### src/rtl/rt_mem_readback.sv
// Port-B readback engine: streams words from [base, base+4*n) with their addresses and sums them.
// Optional macro RT_READBACK_TIMEOUT_EN adds a per-request rvalid timeout and the sticky error_o flag.
module rt_mem_readback #(
  parameter int ADDR_WIDTH     = 22,
  parameter int DATA_WIDTH     = 32,
  parameter int FIFO_DEPTH     = 2,
  parameter int TIMEOUT_CYCLES = 1024
) (
  input  logic                    clk_i,
  input  logic                    rst_ni,
  input  logic                    start_i,
  input  logic [ADDR_WIDTH-1:0]   base_addr_i,
  input  logic [ADDR_WIDTH-2:0]   num_words_i,
  output logic                    busy_o,
  output logic                    done_o,
  output logic                    error_o,
  output logic [DATA_WIDTH-1:0]   checksum_o,
  output logic                    en_b_o,
  output logic                    we_b_o,
  output logic [DATA_WIDTH/8-1:0] be_b_o,
  output logic [ADDR_WIDTH-1:0]   addr_b_o,
  input  logic [DATA_WIDTH-1:0]   rdata_b_i,
  input  logic                    rvalid_b_i,
  output logic                    dout_valid_o,
  input  logic                    dout_ready_i,
  output logic [DATA_WIDTH-1:0]   dout_data_o,
  output logic [ADDR_WIDTH-1:0]   dout_addr_o
);
  localparam int PW = $clog2(FIFO_DEPTH);

  if (FIFO_DEPTH < 2 || (1 << PW) != FIFO_DEPTH || DATA_WIDTH != 32 || TIMEOUT_CYCLES < 1) begin : g_bad_cfg
    $error("rt_mem_readback: unsupported parameter set");
  end

  typedef enum logic [2:0] {S_IDLE, S_REQ, S_WAIT, S_DRAIN, S_DONE} state_t;

  state_t                r_state;
  logic [ADDR_WIDTH-1:0] r_addr;
  logic [ADDR_WIDTH-2:0] r_rem;
  logic [DATA_WIDTH-1:0] r_sum;

  logic [DATA_WIDTH-1:0] r_fd [FIFO_DEPTH];
  logic [ADDR_WIDTH-1:0] r_fa [FIFO_DEPTH];
  logic [PW-1:0]         r_wp, r_rp;
  logic [PW:0]           r_cnt;

  logic w_push, w_pop, w_full, w_tmo;

  assign w_full = r_cnt[PW];
  assign w_push = (r_state == S_WAIT) && rvalid_b_i;
  assign w_pop  = (r_cnt != '0) && dout_ready_i;

`ifdef RT_READBACK_TIMEOUT_EN
  localparam int TW = $clog2(TIMEOUT_CYCLES + 1);
  logic [TW-1:0] r_tmo;
  logic          r_err;

  assign w_tmo   = (r_state == S_WAIT) && !rvalid_b_i && (r_tmo == TW'(TIMEOUT_CYCLES - 1));
  assign error_o = r_err;

  always_ff @(posedge clk_i or negedge rst_ni) begin
    if (!rst_ni) begin
      r_tmo <= '0;
      r_err <= 1'b0;
    end else begin
      r_tmo <= (r_state != S_WAIT || rvalid_b_i) ? '0 : r_tmo + 1'b1;
      if (r_state == S_IDLE && start_i) r_err <= 1'b0;
      else if (w_tmo)                   r_err <= 1'b1;
    end
  end
`else
  assign w_tmo   = 1'b0;
  assign error_o = 1'b0;
`endif

  always_ff @(posedge clk_i or negedge rst_ni) begin
    if (!rst_ni) begin
      r_state <= S_IDLE;
      r_addr  <= '0;
      r_rem   <= '0;
      r_sum   <= '0;
    end else begin
      case (r_state)
        S_IDLE: if (start_i) begin
          r_addr  <= {base_addr_i[ADDR_WIDTH-1:2], 2'b00};
          r_rem   <= num_words_i;
          r_sum   <= '0;
          r_state <= (num_words_i == '0) ? S_DONE : S_REQ;
        end
        // The slot for this request is reserved here; pops during WAIT only free more.
        S_REQ: if (!w_full) r_state <= S_WAIT;
        S_WAIT: if (w_push) begin
          r_sum   <= r_sum + rdata_b_i;
          r_addr  <= r_addr + ADDR_WIDTH'(4);
          r_rem   <= r_rem - 1'b1;
          r_state <= (r_rem == (ADDR_WIDTH-1)'(1)) ? S_DRAIN : S_REQ;
        end else if (w_tmo) begin
          r_state <= S_DONE;
        end
        S_DRAIN: if (r_cnt == '0) r_state <= S_DONE;
        S_DONE:  r_state <= S_IDLE;
        default: r_state <= S_IDLE;
      endcase
    end
  end

  always_ff @(posedge clk_i or negedge rst_ni) begin
    if (!rst_ni) begin
      r_wp  <= '0;
      r_rp  <= '0;
      r_cnt <= '0;
    end else if (w_tmo) begin
      r_wp  <= '0;
      r_rp  <= '0;
      r_cnt <= '0;
    end else begin
      if (w_push) r_wp <= r_wp + 1'b1;
      if (w_pop)  r_rp <= r_rp + 1'b1;
      r_cnt <= r_cnt + (PW+1)'(w_push) - (PW+1)'(w_pop);
    end
  end

  always_ff @(posedge clk_i or negedge rst_ni) begin
    if (!rst_ni) begin
      for (int i = 0; i < FIFO_DEPTH; i++) begin
        r_fd[i] <= '0;
        r_fa[i] <= '0;
      end
    end else if (w_push) begin
      r_fd[r_wp] <= rdata_b_i;
      r_fa[r_wp] <= r_addr;
    end
  end

  assign en_b_o       = (r_state == S_REQ) && !w_full;
  assign we_b_o       = 1'b0;
  assign be_b_o       = '1;
  assign addr_b_o     = r_addr;
  assign busy_o       = (r_state != S_IDLE);
  assign done_o       = (r_state == S_DONE);
  assign checksum_o   = r_sum;
  assign dout_valid_o = (r_cnt != '0);
  assign dout_data_o  = r_fd[r_rp];
  assign dout_addr_o  = r_fa[r_rp];
endmodule
### config.mk
export PLATFORM = sky130hd
export DESIGN_NAME = rt_mem_readback
export DESIGN_NICKNAME = d
export VERILOG_FILES = /design/src/rtl/rt_mem_readback.sv
export SDC_FILE = /design/constraint.sdc
export NUM_CORES = 1
export LEC_CHECK = 0
export CORE_MARGIN = 2
export CORE_UTILIZATION = 40
export DETAILED_ROUTE_END_ITERATION = 10
export SLEW_MARGIN = 30
export SYNTH_ARGS = -nofsm -noshare
export SYNTH_HDL_FRONTEND = slang
export SYNTH_SLANG_ARGS = --single-unit
export TNS_END_PERCENT = 5
### constraint.sdc
create_clock -name clk_i -period 3.68 [get_ports clk_i]
set_input_delay 0.552 -clock clk_i [delete_from_list [all_inputs] [get_ports clk_i]]
set_output_delay 0.552 -clock clk_i [all_outputs]
set_load 0.05 [all_outputs]
==> results.md <==
- Status: complete, no violations
- Critical Path Start Type: primary input
- Area after DPL: about 0.013 mm2
- WS Path Type: in2reg
- Setup crit end kind: flip-flop
- HP Class: in2async
- Mapped Area: between 0.01 and 0.015 mm2
- Die extent in y: ~160 um
- Most used DFF post-synth: dfrtp_1
- Vias/cell: 5.51
- Max-slew violation count: 0
- Largest net degree at the start of global routing: a little over 100
- Root Driver: clkbuf_16
- RSZ-0062 raised after global routing: no
- Slew Limit Headroom: 0.424
- Port Buffers: 185
- Reg2reg start: checksum_o[0]
- Final layout net count: ~1300
- Post-Route Setup TNS: 0 ps
- RePlAce Congestion: between 0.8 and 0.9
- Reg2reg path depth: 11
- Starting DRT DRC Count: ~530
- Synth top area cells: dfrtp_1 45%, mux2_2 17%, a21oi_1 4.7%
- Least-Margin Pin Slew: about 860 ps
- CTS resizes: 0
- Clk_skew: ~15 ps
- Clk buf depth: 2
- Crit share post-route: 0.851
- CTS tree: yes
- Core area: ~0.025 mm2
- Worst slack at placement: roughly 140 ps
- Syn Inst Count: just over 1000
- Most frequent cells in the layout: 184 x clkdlybuf4s50_1, 183 x dfrtp_1, 155 x mux2_2, 97 x a21oi_1, 86 x o21ai_0
- Overall Global Routing Usage: 0.207
- FF+latch count, synth: approximately 180
- Critical path fanouts, max: 3
- DRC errors left: 0
- Share of cells above drive strength 1: 0.196
- Seq/Total Area, Yosys: 0.446
- H-tree levels: 4
- Power Density: 1020 mW/mm2
- Peak supply drop: roughly 0.00061 V
- Postcts setup bufs: 0
- Synth Area per Inst: just over 10 um2
- Max Cap Viol: 0
- CTS sink count: about 180
- Final WS setup: between 500 and 600 ps
- WP data arrival: between 3000 and 4000 ps
- Clock transition at path regs: roughly 80 ps
- Total congestion overflow: 0
- Finished Cell Area: ~0.013 mm2
- EDFF count, synth: 0
- P_leak: 5.44 nW
- Skew-Pair Late Insertion Delay: 440 ps
- Final Routed Wirelength: 27400 um
- Die W: around 160 um
- Hold_buf cts: 0
- R2R Path End: checksum_o[28]
- Rows: 58
- First-pass GRT wire length: 44500 um
- Post-synthesis cell type count: 70
- Peak Freq: roughly 320 MHz
- Synth-to-layout area growth: 26.9%
- Worst EP required: 4000 ps
- Ys Warns: 0
- Initial antenna violation count: 0
- Initial Util: 0.408
- Antenna Cells: 0
- Routed WL per cell: 18.0 um
- Die ar.: ~0.027 mm2
- Commonest non-fill, non-tap cell in the layout: clkdlybuf4s50_1
- Crit path from: rdata_b_i[0]
- Timing endpoint of the critical path: checksum_o[28]
- Initial DRT Pass Iterations: 5
- Worst reg2reg setup slack: ~680 ps
- Yosys top cell by area: dfrtp_1
- CTS Buf Count: 17
- Post-detail-place hpwl: around 19000 um
- Routed vias: ~8400
- Post-synth top area share: 0.446
- Routed Antenna Nets: 0
- Async set-reset flop share out of synthesis: 1.00
- # setup viols final: 0
- Vias in the first global route: 8383
- Tmin final: between 3000 and 4000 ps
- Total power draw: 0.0134 W
- Top Ports: roughly 200
- Hold Fails Final Rpt: 0
metrics by stage:
step           hold slack [ps]  instances  utilization
2_1_floorplan              256       1020            -
5_1_grt                    262       1524        0.518
3_3_place_gp               466       1492        0.496
3_5_place_dp               487       1492        0.496
4_1_cts                    243       1524        0.518
6_report                   167       1524        0.518
critical path: stages:
cell             delay (ps)
clkdlybuf4s50_1         450
ha_1                    240
inv_1                    80
fa_1                    190
nor2b_1                  60
o31ai_1                 310
a21oi_1                 190
o2111ai_1               280
nand2_1                  80
o21ai_0                 530
o21ai_0                 190
a221o_1                 310
power by group:
group | total (W) | internal (W) | leakage [nW] | switching, W
Combinational | 0.00777 | 0.00304 | 2.94 | 0.00474
Clock | 0.00182 | 0.000907 | 0.281 | 0.000916
Sequential | 0.00380 | 0.00298 | 2.22 | 0.000820
final cells by class:
cell class / instances / area, um2
inverter: 13 / 48.8
multi-input combinational: 758 / 5400
timing repair buffer: 207 / 2050
fill: 2334 / 12200
clock buffer: 17 / 425
tap: 330 / 413
sequential: 184 / 4610
clock inverter: 15 / 151
cell families after synthesis:
logic type,Yosys count,share of synthesized area
AO/OA/AOI/OAI,270,0.160
AND/OR/NAND/NOR,260,0.121
flip-flops,184,0.446
multiplexers,157,0.171
buffers and inverters,78,0.0345
adder cells (fa/ha/maj),37,0.0456
XOR/XNOR,24,0.0204
other,2,0.000728
Yosys cell counts (13+ instances only):
cell type and instances:
dfrtp_1 184, mux2_2 155, a21oi_1 97, o21ai_0 86, nand2_1 80, nor2_1 62
clkbuf_1 51, ha_1 36, nand3_1 30, nand4_1 18, nor3_1 16, a21o_1 13
registers in the layout (all words and copies together) (netlist names):
name        cells
r_cnt           2
r_wp            1
r_rp            1
r_rem          21
r_fa           40
addr_b_o       20
checksum_o     32
r_fd           64
r_state         3
layer usage:
layer  wire length (um)  vias to the layer above  global-route usage  part of all wire
met5                  0                        -                   0                 0
met4                657                        0              0.0676             0.024
met3               1240                       37              0.0349             0.045
met2              12300                      215               0.321              0.45
met1              13200                     4103               0.295              0.48
li1                   -                     4043                   -                 -
how the worst min path moves through the flow:
stage / cells past startpoint / to / slack, ps
after detailed placement: 1 / r_fa[2] / 490
after global placement: 2 / r_fa[12] / 470
final: 1 / r_rem[5] / 170
after global routing: 1 / r_rem[2] / 260
after CTS: 1 / r_rem[4] / 240
after floorplan: 0 / addr_b_o[10] / 260
Power figures use the tool's default switching activity.
==> RTL edit: new RTL, config.mk and constraints unchanged <==
Encoding of `state_t`: now one-hot (5 bits for 5 states).
--- a/src/rtl/rt_mem_readback.sv
+++ b/src/rtl/rt_mem_readback.sv
@@ -33,5 +33,5 @@
   end
 
-  typedef enum logic [2:0] {S_IDLE, S_REQ, S_WAIT, S_DRAIN, S_DONE} state_t;
+  typedef enum logic [4:0] {S_IDLE = 5'b00001, S_REQ = 5'b00010, S_WAIT = 5'b00100, S_DRAIN = 5'b01000, S_DONE = 5'b10000} state_t;
 
   state_t                r_state;
Check against the original RTL: same outputs for any inputs over 4 cycles, from zero or initial values and one cycle with rst_ni low; so few cycles prove little.
==> RTL edit against the original RTL <==
  * Power shrank 16%
  * Area after synthesis down 0.57%
  * Setup slack got worse by 0.20 ns
  * Sequential cell count increased by 2
  * Worst hold slack lost 0.13 ns
  * Wire length decreased by 4.1%
  * Critical path depth rose by 1
  * Synthesized cell count shrank 0.49%
  * Sequential share of layout area increased by 0.28 points
  * Non-clock buffer count up 7
  * Design area increased by 0.32%
  * Combinational power shrank 24%
  * Largest power group unchanged
  * Clock skew is 0.0048 ns lower
==> RTL edit: results (changes against the original RTL) <==
| Metric | Value |
|---|---|
| Largest register by flop count | `r_fd (unchanged)` |
| Outcome | `finished, final reports clean (unchanged)` |
| Cell leakage power | `0.00592 µW (was 0.00544 µW)` |
| CTS root buf | `clkbuf_16 (unchanged)` |
| Clock transition at path regs | `0.08 ns (about the same)` |
| Global-route wire length before repair | `42.8 mm (was 44.5 mm)` |
| H-tree depth | `4 (unchanged)` |
| Vias per std cell | `5.37 (was 5.51)` |
| Setup Buffers After CTS | `0 (unchanged)` |
| Clk_skew | `0.0103 ns (was 0.0151 ns)` |
| Synth cell types | `69 (was 70)` |
| DP HPWL | `18.3 mm (was 19.2 mm)` |
| Ys Warns | `0 (unchanged)` |
| DRT iter0 DRCs | `434 (was 532)` |
| Fmax achieved | `0.300 GHz (was 0.319 GHz)` |
| Layout net count | `1298 (unchanged)` |
| Synth cell count leaders | `dfrtp_1 (185), mux2_2 (148), nand2_1 (85) (was dfrtp_1 (184), mux2_2 (155), a21oi_1 (97))` |
| Clock Path Buffers | `2 (unchanged)` |
| Seq/Total Area, Yosys | `0.454 (was 0.446)` |
| All-Layer GR Usage | `0.201 (was 0.207)` |
| WL per Instance | `17.2 µm (was 18.0 µm)` |
| Async set-or-reset flop fraction in the synthesized netlist | `1.00 (unchanged)` |
| Top cells by area, synth | `dfrtp_1 (45%), mux2_2 (16%), ha_1 (4.4%) (was dfrtp_1 (45%), mux2_2 (17%), a21oi_1 (4.7%))` |
| Worst r2r src | `r_state[1] (was checksum_o[0])` |
| Hold Crit Class | `in2async (unchanged)` |
| Crit path launch | `rdata_b_i[0] (unchanged)` |
| Fraction of layout cells with a size suffix above 1 | `0.189 (was 0.196)` |
| Reg2reg path depth | `7 (was 11)` |
| First-pass DRT Iterations | `4 (was 5)` |
| CTS Buf Count | `17 (unchanged)` |
| Reg2reg setup slack | `0.68 ns (about the same)` |
| Critical Path AT | `3.70 ns (was 3.45 ns)` |
| Worst Path Max Fanout | `3 (unchanged)` |
| Max VDD drop | `0.480 mV (was 0.614 mV)` |
| Critical Path Sink | `checksum_o[30] (was checksum_o[28])` |
| Max FFs per register | `64 (unchanged)` |
| Largest net degree at the start of global routing | `99 (was 103)` |
| Reg2reg end | `r_rem[4] (was checksum_o[28])` |
| Vias in the first global route | `8153 (was 8383)` |
| Pre-CTS WS | `-0.0436 ns (was 0.144 ns)` |
| Worst-Margin Slew | `0.636 ns (was 0.863 ns)` |
| Worst-Skew Late Latency | `0.43 ns` |
| Initial antenna violation count | `1 (was 0)` |
| GP Congestion | `0.839 (was 0.802)` |
| Antenna fix cells | `0 (unchanged)` |
| Port buffer count | `185 (unchanged)` |
| Resized Gates After CTS | `0 (unchanged)` |
==> RTL edit: cell types whose count changed in the layout (fill, tap and decap cells not counted), sizes merged, moves of 5 or more <==
cell / before / now
nand4: 18 / 10
nor3: 16 / 30
o31ai: 8 / 3
a21o: 13 / 20
buf: 22 / 29
nand2: 80 / 85
nand3: 30 / 21
a21oi: 97 / 82
inv: 20 / 31
mux2: 155 / 148
==> RTL edit: cell families after synthesis <==
kind of cell / synth area share
AND/OR/NAND/NOR: 0.121
AO/OA/AOI/OAI: 0.153
flip-flops: 0.454
multiplexers: 0.163
buffers and inverters: 0.0378
adder cells (fa/ha/maj): 0.0459
XOR/XNOR: 0.0239
other: 0.000732
==> RTL edit: stage by stage <==
stage | hold slack (ns) | power (µW) | instances | cell area (µm²)
after detailed placement | 0.468 | 9480 | 1492 | 12500
after CTS | 0.0391 | 11400 | 1524 | 13100
after global placement | 0.458 | 9400 | 1492 | 12500
final | 0.0410 | 11300 | 1524 | 13100
after floorplan | 0.256 | 7550 | 1015 | 10300
after global routing | 0.0503 | 12000 | 1524 | 13100
==> RTL edit: metal layers <==
layer | up-vias | share of wire | wire, µm | GRT usage
li1 | 3967 | - | - | -
met3 | 26 | 0.051 | 1340 | 0.0467
met2 | 193 | 0.47 | 12300 | 0.327
met5 | - | 0.00049 | 13 | 0
met4 | 2 | 0.012 | 323 | 0.0530
met1 | 3989 | 0.47 | 12200 | 0.270
==> RTL edit: critical path: stages <==
cell	delay (ns)
clkdlybuf4s50_1	0.57
ha_1	0.22
inv_1	0.06
fa_1	0.38
nor2b_1	0.16
o31a_1	0.20
o211ai_1	0.15
a21oi_1	0.29
a211oi_1	0.18
o21ai_0	0.26
a21oi_1	0.12
or4b_1	0.46
nand3_1	0.08
==> RTL edit: layout make-up <==
cell class                      count  area [µm²]
Clock buffer                       18         439
Clock inverter                     14         150
Fill cell                        2301       12000
Inverter                           23        86.3
Multi-Input combinational cell    739        5270
Sequential cell                   186        4660
Tap cell                          330         413
Timing Repair Buffer              214        2120
==> RTL edit: worst min-delay path by stage <==
stage                     startpoint            to  slack (ns)  cells after the start
after floorplan               rst_ni  addr_b_o[10]        0.26                      0
after detailed placement   r_rem[10]     r_rem[10]        0.47                      2
after CTS                     rst_ni      r_fd[12]        0.04                      1
after global routing          rst_ni      r_fd[12]        0.05                      1
final                         rst_ni      r_fd[12]        0.04                      1
after global placement      r_fa[15]      r_fa[15]        0.46                      2
==> RTL edit: power by group <==
part           leakage [µW]  switching [µW]  total [µW]  internal, µW
Combinational       0.00322            3630        5940          2310
Clock              0.000291             880        1860           981
Sequential          0.00240             665        3480          2820
Total               0.00592            5170       11300          6110
